<file path="config.mk">
export PLATFORM = sky130hd
export DESIGN_NAME = prim_alert_sender_sync
export DESIGN_NICKNAME = d
export VERILOG_FILES = /design/src/rtl/prim_alert_sync_pkg.sv /design/src/rtl/prim_diff_decode_sync.sv /design/src/rtl/prim_alert_sender_sync.sv
export SDC_FILE = /design/constraint.sdc
export NUM_CORES = 1
export LEC_CHECK = 0
export CORE_UTILIZATION = 25
export DETAILED_ROUTE_END_ITERATION = 10
export SYNTH_ARGS = -nofsm -noshare
export SYNTH_HDL_FRONTEND = slang
export SYNTH_SLANG_ARGS = --single-unit
</file>
<file path="constraint.sdc">
create_clock -name clk_i -period 2.1 [get_ports clk_i]
set_input_delay 0.21 -clock clk_i [delete_from_list [all_inputs] [get_ports clk_i]]
set_output_delay 0.21 -clock clk_i [all_outputs]
set_load 0.05 [all_outputs]
</file>
<file path="src/rtl/prim_alert_sync_pkg.sv">
// Shared encodings for the synchronous alert sender/receiver pair.
// States, rx/tx bit positions and the idle/reset wire values of the differential link.
package prim_alert_sync_pkg;

   typedef enum logic [2:0] {
      Idle   = 3'd0,
      HsPh1  = 3'd1,
      HsPh2  = 3'd2,
      Pause  = 3'd3,
      SigInt = 3'd4
   } state_e;

   localparam int unsigned RX_PING_P  = 3;
   localparam int unsigned RX_PING_N  = 2;
   localparam int unsigned RX_ACK_P   = 1;
   localparam int unsigned RX_ACK_N   = 0;
   localparam int unsigned TX_ALERT_P = 1;
   localparam int unsigned TX_ALERT_N = 0;

   localparam logic [1:0] TX_IDLE   = 2'b01;
   localparam logic [1:0] TX_HS     = 2'b10;
   localparam logic [1:0] TX_SIG_HI = 2'b11;
   localparam logic [3:0] RX_RESET  = 4'b0101;

endpackage

</file>
<file path="src/rtl/prim_diff_decode_sync.sv">
// Registers one differential pair and decodes level=p, sigint=(p==n); 1 cycle (3 with ALERT_SENDER_ASYNC_EN).
// No backpressure; under ALERT_SENDER_ASYNC_EN a lone mismatch cycle is treated as skew and filtered out.
module prim_diff_decode_sync #(
   parameter logic RESET_P = 1'b0,
   parameter logic RESET_N = 1'b1
) (
   input  logic clk_i,
   input  logic rst_i,
   input  logic i_diff_p,
   input  logic i_diff_n,
   output logic o_level,
   output logic o_sigint
);

   logic [1:0] r_q;
   logic       w_mis;

   assign w_mis   = (r_q[1] == r_q[0]);
   assign o_level = r_q[1];

`ifdef ALERT_SENDER_ASYNC_EN
   logic [1:0] r_sync1;
   logic [1:0] r_sync2;
   logic       r_mis_prev;

   always_ff @(posedge clk_i) begin
      if (rst_i) begin
         r_sync1    <= {RESET_P, RESET_N};
         r_sync2    <= {RESET_P, RESET_N};
         r_q        <= {RESET_P, RESET_N};
         r_mis_prev <= 1'b0;
      end else begin
         r_sync1    <= {i_diff_p, i_diff_n};
         r_sync2    <= r_sync1;
         r_q        <= r_sync2;
         r_mis_prev <= w_mis;
      end
   end

   // p and n may cross the synchronizer one cycle apart; only a persisting mismatch counts
   assign o_sigint = w_mis & r_mis_prev;
`else
   always_ff @(posedge clk_i) begin
      if (rst_i) begin
         r_q <= {RESET_P, RESET_N};
      end else begin
         r_q <= {i_diff_p, i_diff_n};
      end
   end

   assign o_sigint = w_mis;
`endif

endmodule

</file>
<file path="src/rtl/prim_alert_sender_sync.sv">
// Alert sender: alert requests and receiver ping toggles become the alert_p/alert_n 4-phase handshake.
// req->tx 1 cycle, rx->tx 2 cycles (+2 with ALERT_SENDER_ASYNC_EN); requests arriving while busy are latched.
module prim_alert_sender_sync
   import prim_alert_sync_pkg::*;
#(
   parameter int unsigned PAUSE_CYCLES = 2
) (
   input  logic       clk_i,
   input  logic       rst_i,
   input  logic       alert_req_i,
   output logic       alert_ack_o,
   output logic       integ_fail_o,
   input  logic [3:0] alert_rx_i,
   output logic [1:0] alert_tx_o
);

   localparam int unsigned       CNT_W      = (PAUSE_CYCLES > 1) ? $clog2(PAUSE_CYCLES) : 1;
   localparam logic [CNT_W-1:0] PAUSE_LAST = CNT_W'(PAUSE_CYCLES - 1);

   state_e           r_state;
   state_e           w_state_d;
   logic [1:0]       r_tx;
   logic [1:0]       w_tx_d;
   logic [CNT_W-1:0] r_pause_cnt;
   logic [CNT_W-1:0] w_cnt_d;
   logic             r_alert_pend;
   logic             r_ping_pend;
   logic             r_ping_prev;
   logic             r_is_alert;
   logic             r_ack;

   logic w_ping_level;
   logic w_ping_sigint;
   logic w_ack_level;
   logic w_ack_sigint;
   logic w_sigint;
   logic w_ping_evt;
   logic w_start;
   logic w_start_alert;
   logic w_ack_done;
   logic w_abort_alert;

   prim_diff_decode_sync #(
      .RESET_P (RX_RESET[RX_PING_P]),
      .RESET_N (RX_RESET[RX_PING_N])
   ) u_ping_dec (
      .clk_i    (clk_i),
      .rst_i    (rst_i),
      .i_diff_p (alert_rx_i[RX_PING_P]),
      .i_diff_n (alert_rx_i[RX_PING_N]),
      .o_level  (w_ping_level),
      .o_sigint (w_ping_sigint)
   );

   prim_diff_decode_sync #(
      .RESET_P (RX_RESET[RX_ACK_P]),
      .RESET_N (RX_RESET[RX_ACK_N])
   ) u_ack_dec (
      .clk_i    (clk_i),
      .rst_i    (rst_i),
      .i_diff_p (alert_rx_i[RX_ACK_P]),
      .i_diff_n (alert_rx_i[RX_ACK_N]),
      .o_level  (w_ack_level),
      .o_sigint (w_ack_sigint)
   );

   assign w_sigint   = w_ping_sigint | w_ack_sigint;
   assign w_ping_evt = !w_ping_sigint && (r_state != SigInt) && (w_ping_level != r_ping_prev);
   // An alert cut short by an integrity failure must be re-sent once the link is clean again
   assign w_abort_alert = w_sigint && r_is_alert && ((r_state == HsPh1) || (r_state == HsPh2));

   always_comb begin
      w_state_d     = r_state;
      w_cnt_d       = r_pause_cnt;
      w_start       = 1'b0;
      w_start_alert = 1'b0;
      w_ack_done    = 1'b0;
      case (r_state)
         Idle: begin
            // Ping first so the receiver never takes a genuine alert for a ping reply
            if (r_ping_pend || w_ping_evt) begin
               w_state_d = HsPh1;
               w_start   = 1'b1;
            end else if (r_alert_pend || alert_req_i) begin
               w_state_d     = HsPh1;
               w_start       = 1'b1;
               w_start_alert = 1'b1;
            end
         end
         HsPh1: begin
            if (w_ack_level) begin
               w_state_d = HsPh2;
            end
         end
         HsPh2: begin
            if (!w_ack_level) begin
               w_state_d  = Pause;
               w_cnt_d    = '0;
               w_ack_done = r_is_alert;
            end
         end
         Pause: begin
            if (r_pause_cnt == PAUSE_LAST) begin
               w_state_d = Idle;
            end else begin
               w_cnt_d = r_pause_cnt + CNT_W'(1);
            end
         end
         SigInt: begin
            w_state_d = Idle;
         end
         default: begin
            w_state_d = Idle;
         end
      endcase

      if (w_sigint) begin
         w_state_d     = SigInt;
         w_start       = 1'b0;
         w_start_alert = 1'b0;
         w_ack_done    = 1'b0;
      end
   end

   // tx is registered from the next state so a request in Idle reaches the wire one cycle later
   always_comb begin
      w_tx_d = TX_IDLE;
      case (w_state_d)
         HsPh1:   w_tx_d = TX_HS;
         SigInt:  w_tx_d = (r_state == SigInt) ? {~r_tx[TX_ALERT_P], ~r_tx[TX_ALERT_N]} : TX_SIG_HI;
         default: w_tx_d = TX_IDLE;
      endcase
   end

   always_ff @(posedge clk_i) begin
      if (rst_i) begin
         r_state      <= Idle;
         r_tx         <= TX_IDLE;
         r_pause_cnt  <= '0;
         r_alert_pend <= 1'b0;
         r_ping_pend  <= 1'b0;
         r_ping_prev  <= 1'b0;
         r_is_alert   <= 1'b0;
         r_ack        <= 1'b0;
      end else begin
         r_state     <= w_state_d;
         r_tx        <= w_tx_d;
         r_pause_cnt <= w_cnt_d;
         r_ack       <= w_ack_done;
         if (w_start) begin
            r_is_alert <= w_start_alert;
         end
         if (w_start && w_start_alert) begin
            r_alert_pend <= 1'b0;
         end else begin
            r_alert_pend <= r_alert_pend | alert_req_i | w_abort_alert;
         end
         if ((w_state_d == SigInt) || (w_start && !w_start_alert)) begin
            r_ping_pend <= 1'b0;
         end else begin
            r_ping_pend <= r_ping_pend | w_ping_evt;
         end
         if (!w_ping_sigint && (r_state != SigInt)) begin
            r_ping_prev <= w_ping_level;
         end
      end
   end

   assign alert_tx_o   = r_tx;
   assign alert_ack_o  = r_ack;
   assign integ_fail_o = w_sigint;

endmodule

</file>
### Yosys cells after proc, flatten, opt, wreduce, memory -nomap -nowiden

Cells that the tools add are included.

* add/subtract/negate cells: 1
* eq/ne operators: 11
* muxes and demuxes: 19
* bitwise operators: 7
* reductions and logical operators: 18

Operators with widths (count)
* $mux W3: 6
* $pmux W3 S4: 1
* $mux W1: 9
* $eq A3 B1 Y1 const B: 2
* $eq A3 B2 Y1 const B: 2
* $eq A3 B3 Y1 const B: 2
* $logic_and A1 B1 Y1: 6
* $logic_or A1 B1 Y1: 4
* $or A1 B1 Y1: 4
* $pmux W2 S2: 1
* $reduce_or A2 Y1: 2
* $reduce_or A4 Y1: 1
* $logic_not A3 Y1: 1
* $ne A3 B3 Y1 const B: 1
* $not A1 Y1: 3
* $eq A1 B1 Y1: 2
* $logic_not A1 Y1: 2
* $mux W2: 1
* $ne A2 B2 Y1 const B: 1
* $pmux W1 S2: 1
* $reduce_and A2 Y1: 1
* $reduce_bool A2 Y1: 1
* $add A1 B1 Y1 const B: 1
* $ne A1 B1 Y1: 1

* register bits after elaboration: 15
* input port bits: 7
* output and inout bits: 4
* word-level logic and storage cells: 66

### Logic depth before layout (Yosys ltp)

Gate-level depths: netlist of run 1.

* depth after elaboration: 12
* depth in mapped cells: 5

### Hierarchy

Synthesis of run 1 repeated with hierarchy kept, for this count alone.

* cells, all modules: 67
* area, all modules: 666.9 sq um

By module, submodules not included
* prim_alert_sender_sync: times used 1, cells an instance 57, area each 539.3 sq um
* prim_diff_decode_sync: times used 2, cells an instance 5, area each 63.8 sq um

### Worst setup path after synthesis of run 1

OpenSTA, ideal clock, no wires.

* kind: register to register
* start: register u_ping_dec.r_q[0]
* end: register r_tx[1], in the netlist alert_tx_o[1]
* setup time: 0.059 ns
* arrival time: 1.536 ns
* setup slack: 0.504 ns
* cell stages (with the launch flop): 5
* cell sequence: dfxtp_1 -> xor2_1 -> nand2_1 -> a2111oi_4 -> a22o_1

* elaborated cells between the ends (all ways): 12
* classes of those cells: 3 x eq/ne; 4 x mux; 1 x bitwise; 4 x reduce/logical

RTL lines
* start, declared: RTL line prim_diff_decode_sync.sv:15 `logic [1:0] r_q;`
* start signal, assigned: RTL line prim_diff_decode_sync.sv:45 `r_q <= {RESET_P, RESET_N};`
* start signal, assigned: RTL line prim_diff_decode_sync.sv:47 `r_q <= {i_diff_p, i_diff_n};`
* $eq A1 B1 Y1 (*): RTL line prim_diff_decode_sync.sv:18 `assign w_mis = (r_q[1] == r_q[0]);`
* $or A1 B1 Y1 (*): RTL line prim_alert_sender_sync.sv:67 `assign w_sigint = w_ping_sigint | w_ack_sigint;`
* named net integ_fail_o: RTL line prim_alert_sender_sync.sv:12 `output logic integ_fail_o,`
* $mux W3 (*): RTL line prim_alert_sender_sync.sv:117 `if (w_sigint) begin`
* $eq A3 B3 Y1 or $eq A3 B1 Y1 (tied branches): RTL line prim_alert_sender_sync.sv:128 `case (w_state_d)`
* $pmux W2 S2 (*): RTL line prim_alert_sender_sync.sv:128
* end signal, assigned: RTL line prim_alert_sender_sync.sv:147 `r_tx <= w_tx_d;`
* end, declared: RTL line prim_alert_sender_sync.sv:22 `logic [1:0] r_tx;`

The timed path passes the listed nets; every way through them passes the cells marked *.
A chain may end at the register's enable or synchronous reset.

### Final worst setup path of run 1

* start: register u_ack_dec.r_q[1]
* end: output integ_fail_o

* cells in the longest elaborated chain, start to end: 2

Ends and longest elaborated chain (RTL line)
* start, declared: prim_diff_decode_sync.sv:15
* start signal, assigned: prim_diff_decode_sync.sv:45
* start signal, assigned: prim_diff_decode_sync.sv:47
* $eq A1 B1 Y1: prim_diff_decode_sync.sv:18
* $or A1 B1 Y1: prim_alert_sender_sync.sv:67
* end, declared: prim_alert_sender_sync.sv:12

No other way between the ends.

==> reports/summary.txt, run 1 <==
Initial antenna violation count - 0
CP max-delay cell - dfxtp_1
Critical Path RT - 1890 ps
Net Sw Frac - 28.8%
Fin. max-slew vios - 0
Clock skew - 1.16 ps
Sequential Area - 300 um2
Setup ws final - 426 ps
Hold Path Depth - 2
TritonCTS Buffers - 3
Peak supply drop - 0.513 mV
Worst-path cell chain - xor2_1 > nand2_1 > buf_4
Most frequent cells in the layout - dfxtp_1 (15), clkdlybuf4s50_1 (9), a21oi_1 (5), o21ai_0 (4)
Placer congestion estimate - 0.702
WHS - 478 ps
Psw - 0.172 mW
Top Ports - 11
RSZ-0062 raised after global routing - no
Worst slew margin - 64.6%
HPWL after detailed placement - 886 um
CTS tree - built
Reg2reg path depth - 4
Buf+Inv Stages, Crit Path - 1
FILL cells - 261
Sequential share of the synthesized area - 46.5%
Violation count after the first detailed-routing iteration - 6
Synthesized net count - 72
Total power - 0.598 mW
Clk network pwr share - 26.8%
Internal power - 0.426 mW
Pwr/cell area - 762 mW/mm2
ANT cells - 0
Pre-CTS WS - 401 ps
Critical R2R Launch - r_state[1]
CTS sink count - 15
Routed wire length - 1230 um
Starting density of the core - 26.3%
GRT overflow - 0
Die Span X - 52.8 um
Post-route cell area - 785 um2
Ys async rst share - 0%
DR vias - 495
Final Cycle Share - 79.7%
Element type at the critical path end - output pin
Maximum number of pins on one net before global-route repair - 14
Syn avg cell area - 9.93 um2
Hold endpoint - u_ack_dec.r_q[1]
Commonest non-fill, non-tap cell in the layout - dfxtp_1
CP arrival - 1460 ps
Pleak - 0.290 nW
Nets - 84
Post-Syn Area - 646 um2
Flop pwr share - 53.5%
Later-pin clock latency in the skew report - 270 ps
Yosys reg bits - 15
Hold Crit Class - input port to flop
Crit Path Class - flop to output pin
YS warnings - 0
First-pass GRT wire length - 2030 um
Die ar. - 0.00279 mm2
R2r setup slk - 510 ps
Port bufs - 10
Routed len/inst - 11.6 um
Synth Flop Type - dfxtp_1
Core Box Area - 0.00245 mm2
Delay-heaviest family, CP - flip-flops
Antenna viol nets, final - 0
H-tree levels - 1
DP Area - 758 um2
Layout cells sized above 1 - 11.8%
Residual DRC - 0
Reg2reg end - alert_tx_o[1]
Setup TNS after final layout - 0 ps
Number of synthesized flops with an enable pin - 0
# placed instances - 102
Final cell count without fillers - 106
Combinational share of power - 19.8%
Area of the multi-input gates - 312 um2
DR pass1 iterations - 4
CTS Hold Bufs - 0
Worst path max stage delay - 430 ps
Fin crit period - 1670 ps
Overall global routing resource usage - 10.3%
Yosys cell types - 31
Cells after Synth - 65
Max_cap viols - 0
Root Driver - clkbuf_4
Status - finished, final reports clean
Max Freq - 597 MHz
Post-CTS setup repair buffer count - 0
Max clock buf depth - 2
Drt via density - 4.67
Area grow syn2layout - 21.5%
Hold Vio Cnt, Final - 0
Die H - 52.8 um
Critical Path Source Type - flop
Core Rows - 18
Clock-pin slew on the worst setup and hold paths - 80 ps
CP Max Fanout - 9
Vias in the first global route - 480
Final setup vio count - 0
Worst Min Path Start - alert_rx_i[1]
Worst slew pin tran - 530 ps
Finished Core Util - 32.0%
Post-cts resize count - 0
[power by group through the flow]
stage          Clock [mW]  Sequential (mW)  Combinational, mW
2_1_floorplan           0            0.339             0.0671
3_3_place_gp            0            0.326              0.117
3_5_place_dp            0            0.326              0.118
4_1_cts             0.170            0.320              0.119
5_1_grt             0.188            0.322              0.127
6_report            0.160            0.320              0.118
[cell usage after synthesis (2+ instances only)]
library cell | n | area [um2]
dfxtp_1 | 15 | 300
inv_1 | 3 | 11.3
nor2_1 | 3 | 11.3
xor2_1 | 3 | 26.3
or3_1 | 2 | 12.5
a21oi_1 | 5 | 25.0
or2_2 | 3 | 18.8
nor2b_1 | 2 | 12.5
nor3b_1 | 2 | 15.0
o21ai_0 | 4 | 20.0
nand2_1 | 3 | 11.3
[registers in the layout, indices dropped and copies added (netlist names)]
name and count:
r_ping_pend 1, r_alert_pend 1, r_state 3, r_ping_prev 1, alert_tx_o 2, r_is_alert 1, alert_ack_o 1, u_ping_dec.r_q 2
u_ack_dec.r_q 2, r_pause_cnt 1
[kinds of logic after synthesis]
| group | count (synthesis) | share of synthesized area (%) |
|---|---|---|
| flip-flops | 15 | 46.5 |
| XOR/XNOR | 3 | 4.07 |
| AND/OR/NAND/NOR | 24 | 22.7 |
| buffers and inverters | 6 | 5.23 |
| AO/OA/AOI/OAI | 17 | 21.5 |
[worst max-delay path by stage]
stage | startpoint | to | slack [ps] | cells after the start
CTS | u_ack_dec.r_q[1] | integ_fail_o | 410 | 3
floorplan | u_ping_dec.r_q[0] | alert_tx_o[1] | 500 | 4
global route | u_ack_dec.r_q[1] | integ_fail_o | 330 | 3
detailed placement | alert_req_i | alert_tx_o[1] | 400 | 5
global placement | alert_req_i | alert_tx_o[1] | 410 | 5
finish | u_ack_dec.r_q[1] | integ_fail_o | 430 | 3
[layout make-up]
class | count | area share, %
clock buffers | 4 | 3.35
repair buffers | 10 | 12.4
inverters | 3 | 1.44
multi-input cells | 44 | 39.7
flip-flops and latches | 15 | 38.3
well taps | 30 | 4.78
[metal layers]
metal,vias up,track usage (%),share of wire [%]
li1,258,-,-
met1,225,11.8,48
met2,10,16.7,47
met5,-,0,0
met4,0,3.95,1.1
met3,2,4.35,4.4
[worst reg2reg max path, cell delays in order, from the launching register on]
cell,delay (ps)
dfxtp_1,480
nor2_1,130
a221o_1,410
a2111oi_4,340
a22o_1,190
Power figures use the tool's default switching activity.
==> run 2: changes to the inputs <==
Clock period 2.1 ns to 1.4 ns, I/O delays scaled along.
==> run 2 against run 1 <==
  * Die area stayed put
  * Sequential cell count stayed put
  * Largest cell class unchanged
  * Power is 61% higher
  * The run now ends with setup timing left
  * Final cell count is 10% higher
  * Sequential share of layout area is 4.7 points lower
  * Global-route usage is 1.4 points higher
  * Register-to-register slack worse by 610 ps
==> reports/summary.txt, run 2 (synthesis gave the netlist of run 1 again) <==
Status - complete, but fails checks
Failing checks - setup timing
Delay-heaviest family, CP - compound AO/OA/AOI/OAI gates
# placed instances - 111
CTS tree - built
Final setup vio count - 4
Fin crit period - 1500 ps
WHS - 399 ps
Critical Path Start - r_state[0]
Max reg flops - 3
Finished Core Util - 37.7%
Initial antenna violation count - 0
Pre-CTS WS - -231 ps
Placer congestion estimate - 0.733
DP Area - 826 um2
DR pass1 iterations - 4
Core Box Area - 0.00245 mm2
H-tree levels - 1
Layout cells sized above 1 - 40.2%
ANT cells - 0
Max_cap viols - 0
Worst path max stage delay - 380 ps
Clock skew - 5.35 ps
Maximum number of pins on one net before global-route repair - 10
First-pass GRT wire length - 2310 um
Worst-path cell chain - xor2_2 > a221o_1 > a2111oi_4 > a22o_1
Reg2reg end - alert_tx_o[1]
Residual DRC - 0
Worst slew margin - 79.4%
CTS Hold Bufs - 0
Die Span X - 52.8 um
Top Ports - 11
Reg with most FFs - r_state
Post-route cell area - 925 um2
Max clock buf depth - 2
Most frequent cells in the layout - buf_4 (15), dfxtp_1 (11), clkdlybuf4s50_1 (6), a21oi_1 (5), o21ai_0 (4)
Drt via density - 4.69
Buf+Inv Stages, Crit Path - 0
Reg2reg path depth - 4
GRT overflow - 0
Die H - 52.8 um
Hold Crit Class - input port to flop
RSZ-0062 raised after global routing - yes
Port bufs - 10
Peak supply drop - 0.600 mV
CP arrival - 1730 ps
Starting density of the core - 26.3%
Clock-pin slew on the worst setup and hold paths - 90 ps
Later-pin clock latency in the skew report - 290 ps
R2r setup slk - -100 ps
Die ar. - 0.00279 mm2
Critical Path Source Type - flop
Routed wire length - 1370 um
CP max-delay cell - dfxtp_4
Area grow syn2layout - 43.2%
Element type at the critical path end - flop
Routed len/inst - 11.7 um
CTS sink count - 15
Fin. max-slew vios - 0
Overall global routing resource usage - 11.7%
Final Cycle Share - 107%
DR vias - 549
Antenna viol nets, final - 0
Hold Vio Cnt, Final - 0
Critical R2R Launch - r_state[0]
Nets - 95
Final cell count without fillers - 117
Vias in the first global route - 559
Commonest non-fill, non-tap cell in the layout - buf_4
Critical Path RT - 1630 ps
Crit Path Class - flop to flop
Worst Setup EP - alert_tx_o[1]
Root Driver - clkbuf_4
HPWL after detailed placement - 969 um
CP Max Fanout - 5
Worst slew pin tran - 309 ps
Pwr/cell area - 1040 mW/mm2
Setup ws final - -97.0 ps
Max Freq - 668 MHz
TritonCTS Buffers - 3
WP depth - 4
Pleak - 0.363 nW
Core Rows - 18
Violation count after the first detailed-routing iteration - 9
run 2: cell count changes in the layout (fill, tap and decap cells not counted), moves of 2 or more:
cell             change
buf_4               +14
clkdlybuf4s50_1      -3
dfxtp_1              -4
dfxtp_2              +2
dfxtp_4              +2
xor2_1               -3
xor2_2               +3
run 2: final cells by class:
cell class	instances	area (um2)
tap	30	37.5
clock inverter	1	5.00
fill	254	1530
multi-input combinational	44	365
clock buffer	3	22.5
inverter	3	11.3
sequential	15	310
timing repair buffer	21	173
run 2: what timing repair did:
| action | in CTS | in global routing |
|---|---|---|
| pin swaps | 2 | 4 |
| resized for setup | 10 | 3 |
| buffers inserted | 2 | 0 |
| setup endpoints to repair | 5 | 7 |
run 2: worst min-delay path by stage:
stage / cells past startpoint / startpoint / end / slack, ps
2_1_floorplan: 1 / rst_i / u_ping_dec.r_q[1] / 210
3_3_place_gp: 2 / r_pause_cnt / r_pause_cnt / 470
3_5_place_dp: 1 / alert_tx_o[0] / alert_tx_o[0] / 460
4_1_cts: 2 / alert_rx_i[3] / u_ping_dec.r_q[1] / 390
5_1_grt: 2 / alert_rx_i[1] / u_ack_dec.r_q[1] / 390
6_report: 2 / alert_rx_i[1] / u_ack_dec.r_q[1] / 400
run 2: worst register-to-register path, delay by kind of cell, from the launching register on:
kind | cells | cell delay (ps)
AO/OA/AOI/OAI | 3 | 880
XOR/XNOR | 1 | 190
flip-flops | 1 | 380
run 2: stage by stage:
step | TNS [ps] | power [mW]
after floorplan | -60.4 | 0.615
after global placement | -478 | 0.692
after detailed placement | -542 | 0.694
after CTS | -190 | 0.960
after global routing | -534 | 1.01
final | -236 | 0.959
run 2: where the power goes:
| group | internal, mW | switching, mW | total, mW |
|---|---|---|---|
| Sequential | 0.452 | 0.0285 | 0.481 |
| Combinational | 0.109 | 0.119 | 0.228 |
| Clock | 0.106 | 0.145 | 0.251 |
run 2: per-layer routing:
layer | routed length, um | track usage, %
met5 | 0 | 0
met4 | 21 | 7.02
met3 | 42 | 2.61
met2 | 697 | 19.2
met1 | 603 | 13.6
==> run 3: changes to the inputs <==
Settings changed: CORE_UTILIZATION 25 to 44, PLACE_DENSITY from default to 0.75.
==> run 3 against run 2 <==
  * The flow still finishes with violations (setup timing)
  * Worst setup slack better by 36 ps
  * Final cell count is 14% lower
  * First-iteration DRC count shrank 67%
  * Cell area is 2.4% lower
  * Clock-buffer cell count stayed put
  * Via count did not move
  * Non-clock buffer count decreased by 1
  * Power rose by 0.16%
  * Sequential cell count unchanged
  * Clock power about the same
==> reports/summary.txt, run 3 (synthesis gave the netlist of run 1 again) <==
Max Freq - 684 MHz
Port bufs - 10
HPWL after detailed placement - 986 um
Peak supply drop - 0.861 mV
Critical Path RT - 1650 ps
TritonCTS Buffers - 3
Layout cells sized above 1 - 39.5%
Crit Path Class - flop to flop
Overall global routing resource usage - 20.6%
Worst-path cell chain - xor2_1 > a221o_1 > a2111oi_4 > a22o_1
Commonest non-fill, non-tap cell in the layout - buf_4
Status - complete, but fails checks
CTS tree - built
Root Driver - clkbuf_4
Hold Crit Class - input port to flop
CP arrival - 1710 ps
Pwr/cell area - 1070 mW/mm2
Most frequent cells in the layout - buf_4 (13), dfxtp_1 (11), clkdlybuf4s50_1 (6), a21oi_1 (5), o21ai_0 (4)
Reg with most FFs - r_state
Post-CTS setup repair buffer count - 0
Critical Path Source Type - flop
Later-pin clock latency in the skew report - 290 ps
Max clock buf depth - 2
Final Cycle Share - 104%
GRT overflow - 0
Fin. max-slew vios - 0
Final setup vio count - 5
WHS - 392 ps
First-pass GRT wire length - 2160 um
Vias in the first global route - 520
Worst path max stage delay - 360 ps
# placed instances - 97
DR vias - 549
Nets - 94
Die H - 40.3 um
CP max-delay cell - dfxtp_2
Setup ws final - -61.3 ps
CTS Hold Bufs - 0
Worst slew margin - 77.4%
ANT cells - 0
Core Box Area - 0.00133 mm2
Pre-CTS WS - -235 ps
Fin crit period - 1460 ps
RSZ-0062 raised after global routing - yes
Final cell count without fillers - 101
H-tree levels - 1
Pleak - 0.361 nW
Worst slew pin tran - 335 ps
Die ar. - 0.00162 mm2
Residual DRC - 0
Max reg flops - 3
Area grow syn2layout - 39.7%
Routed len/inst - 13.6 um
Element type at the critical path end - flop
Post-route cell area - 902 um2
Clock-pin slew on the worst setup and hold paths - 100 ps
DR pass1 iterations - 2
Antenna viol nets, final - 0
DP Area - 815 um2
Clock skew - 8.21 ps
Setup TNS after final layout - -145 ps
Routed wire length - 1370 um
CP Max Fanout - 6
Max_cap viols - 0
Drt via density - 5.44
Top Ports - 11
Maximum number of pins on one net before global-route repair - 10
Starting density of the core - 48.4%
Core Rows - 13
Die Span X - 40.3 um
Placer congestion estimate - 0.802
Violation count after the first detailed-routing iteration - 3
Total power - 0.961 mW
Failing checks - setup timing
FILL cells - 112
Initial antenna violation count - 0
Finished Core Util - 67.6%
CTS sink count - 15
Hold Vio Cnt, Final - 0
-- run 3: cell count changes in the layout (fill, tap and decap cells not counted), sizes merged --
| cell | before | now |
|---|---|---|
| buf | 15 | 14 |
-- run 3: timing repair --
item / 4_1_cts / 5_1_grt
setup endpoints to repair: 7 / 5
pin swaps: 0 / 0
gates resized for setup: 8 / 5
-- run 3: layout make-up --
| class | instances | area (um2) | share of cell area (%) |
|---|---|---|---|
| repair buffers | 20 | 169 | 18.7 |
| well taps | 15 | 18.8 | 2.08 |
| inverters | 3 | 11.3 | 1.25 |
| multi-input cells | 44 | 368 | 40.8 |
| flip-flops and latches | 15 | 308 | 34.1 |
| clock inverters | 1 | 5.00 | 0.555 |
| clock buffers | 3 | 22.5 | 2.50 |
-- run 3: worst paths after layout --
path / slack [ps] / cells past startpoint / to / from
max: -60 / 4 / alert_tx_o[1] / r_state[1]
min: 390 / 2 / u_ping_dec.r_q[1] / alert_rx_i[3]
max reg2reg: -60 / 4 / alert_tx_o[1] / r_state[1]
min reg2reg: 460 / 1 / alert_tx_o[0] / alert_tx_o[0]
-- run 3: power by group --
part	internal (mW)	switching (mW)	leakage, nW	total [mW]
Combinational	0.106	0.121	0.219	0.226
Sequential	0.454	0.0278	0.125	0.482
Clock	0.106	0.147	0.0177	0.253
Total	0.666	0.295	0.361	0.961
-- run 3: worst max-delay path, delay by kind of cell, from the launching register on --
family	cells	cell delay, ps
flops	1	360
xor+xnor	1	180
compound gates	3	870
-- run 3: routing by layer --
layer	global-route usage (%)	part of all wire [%]	up-vias
met5	0	0	-
met4	7.50	1.7	0
met3	5.00	2.6	2
met2	34.7	52	10
met1	25.3	43	259
li1	-	-	278
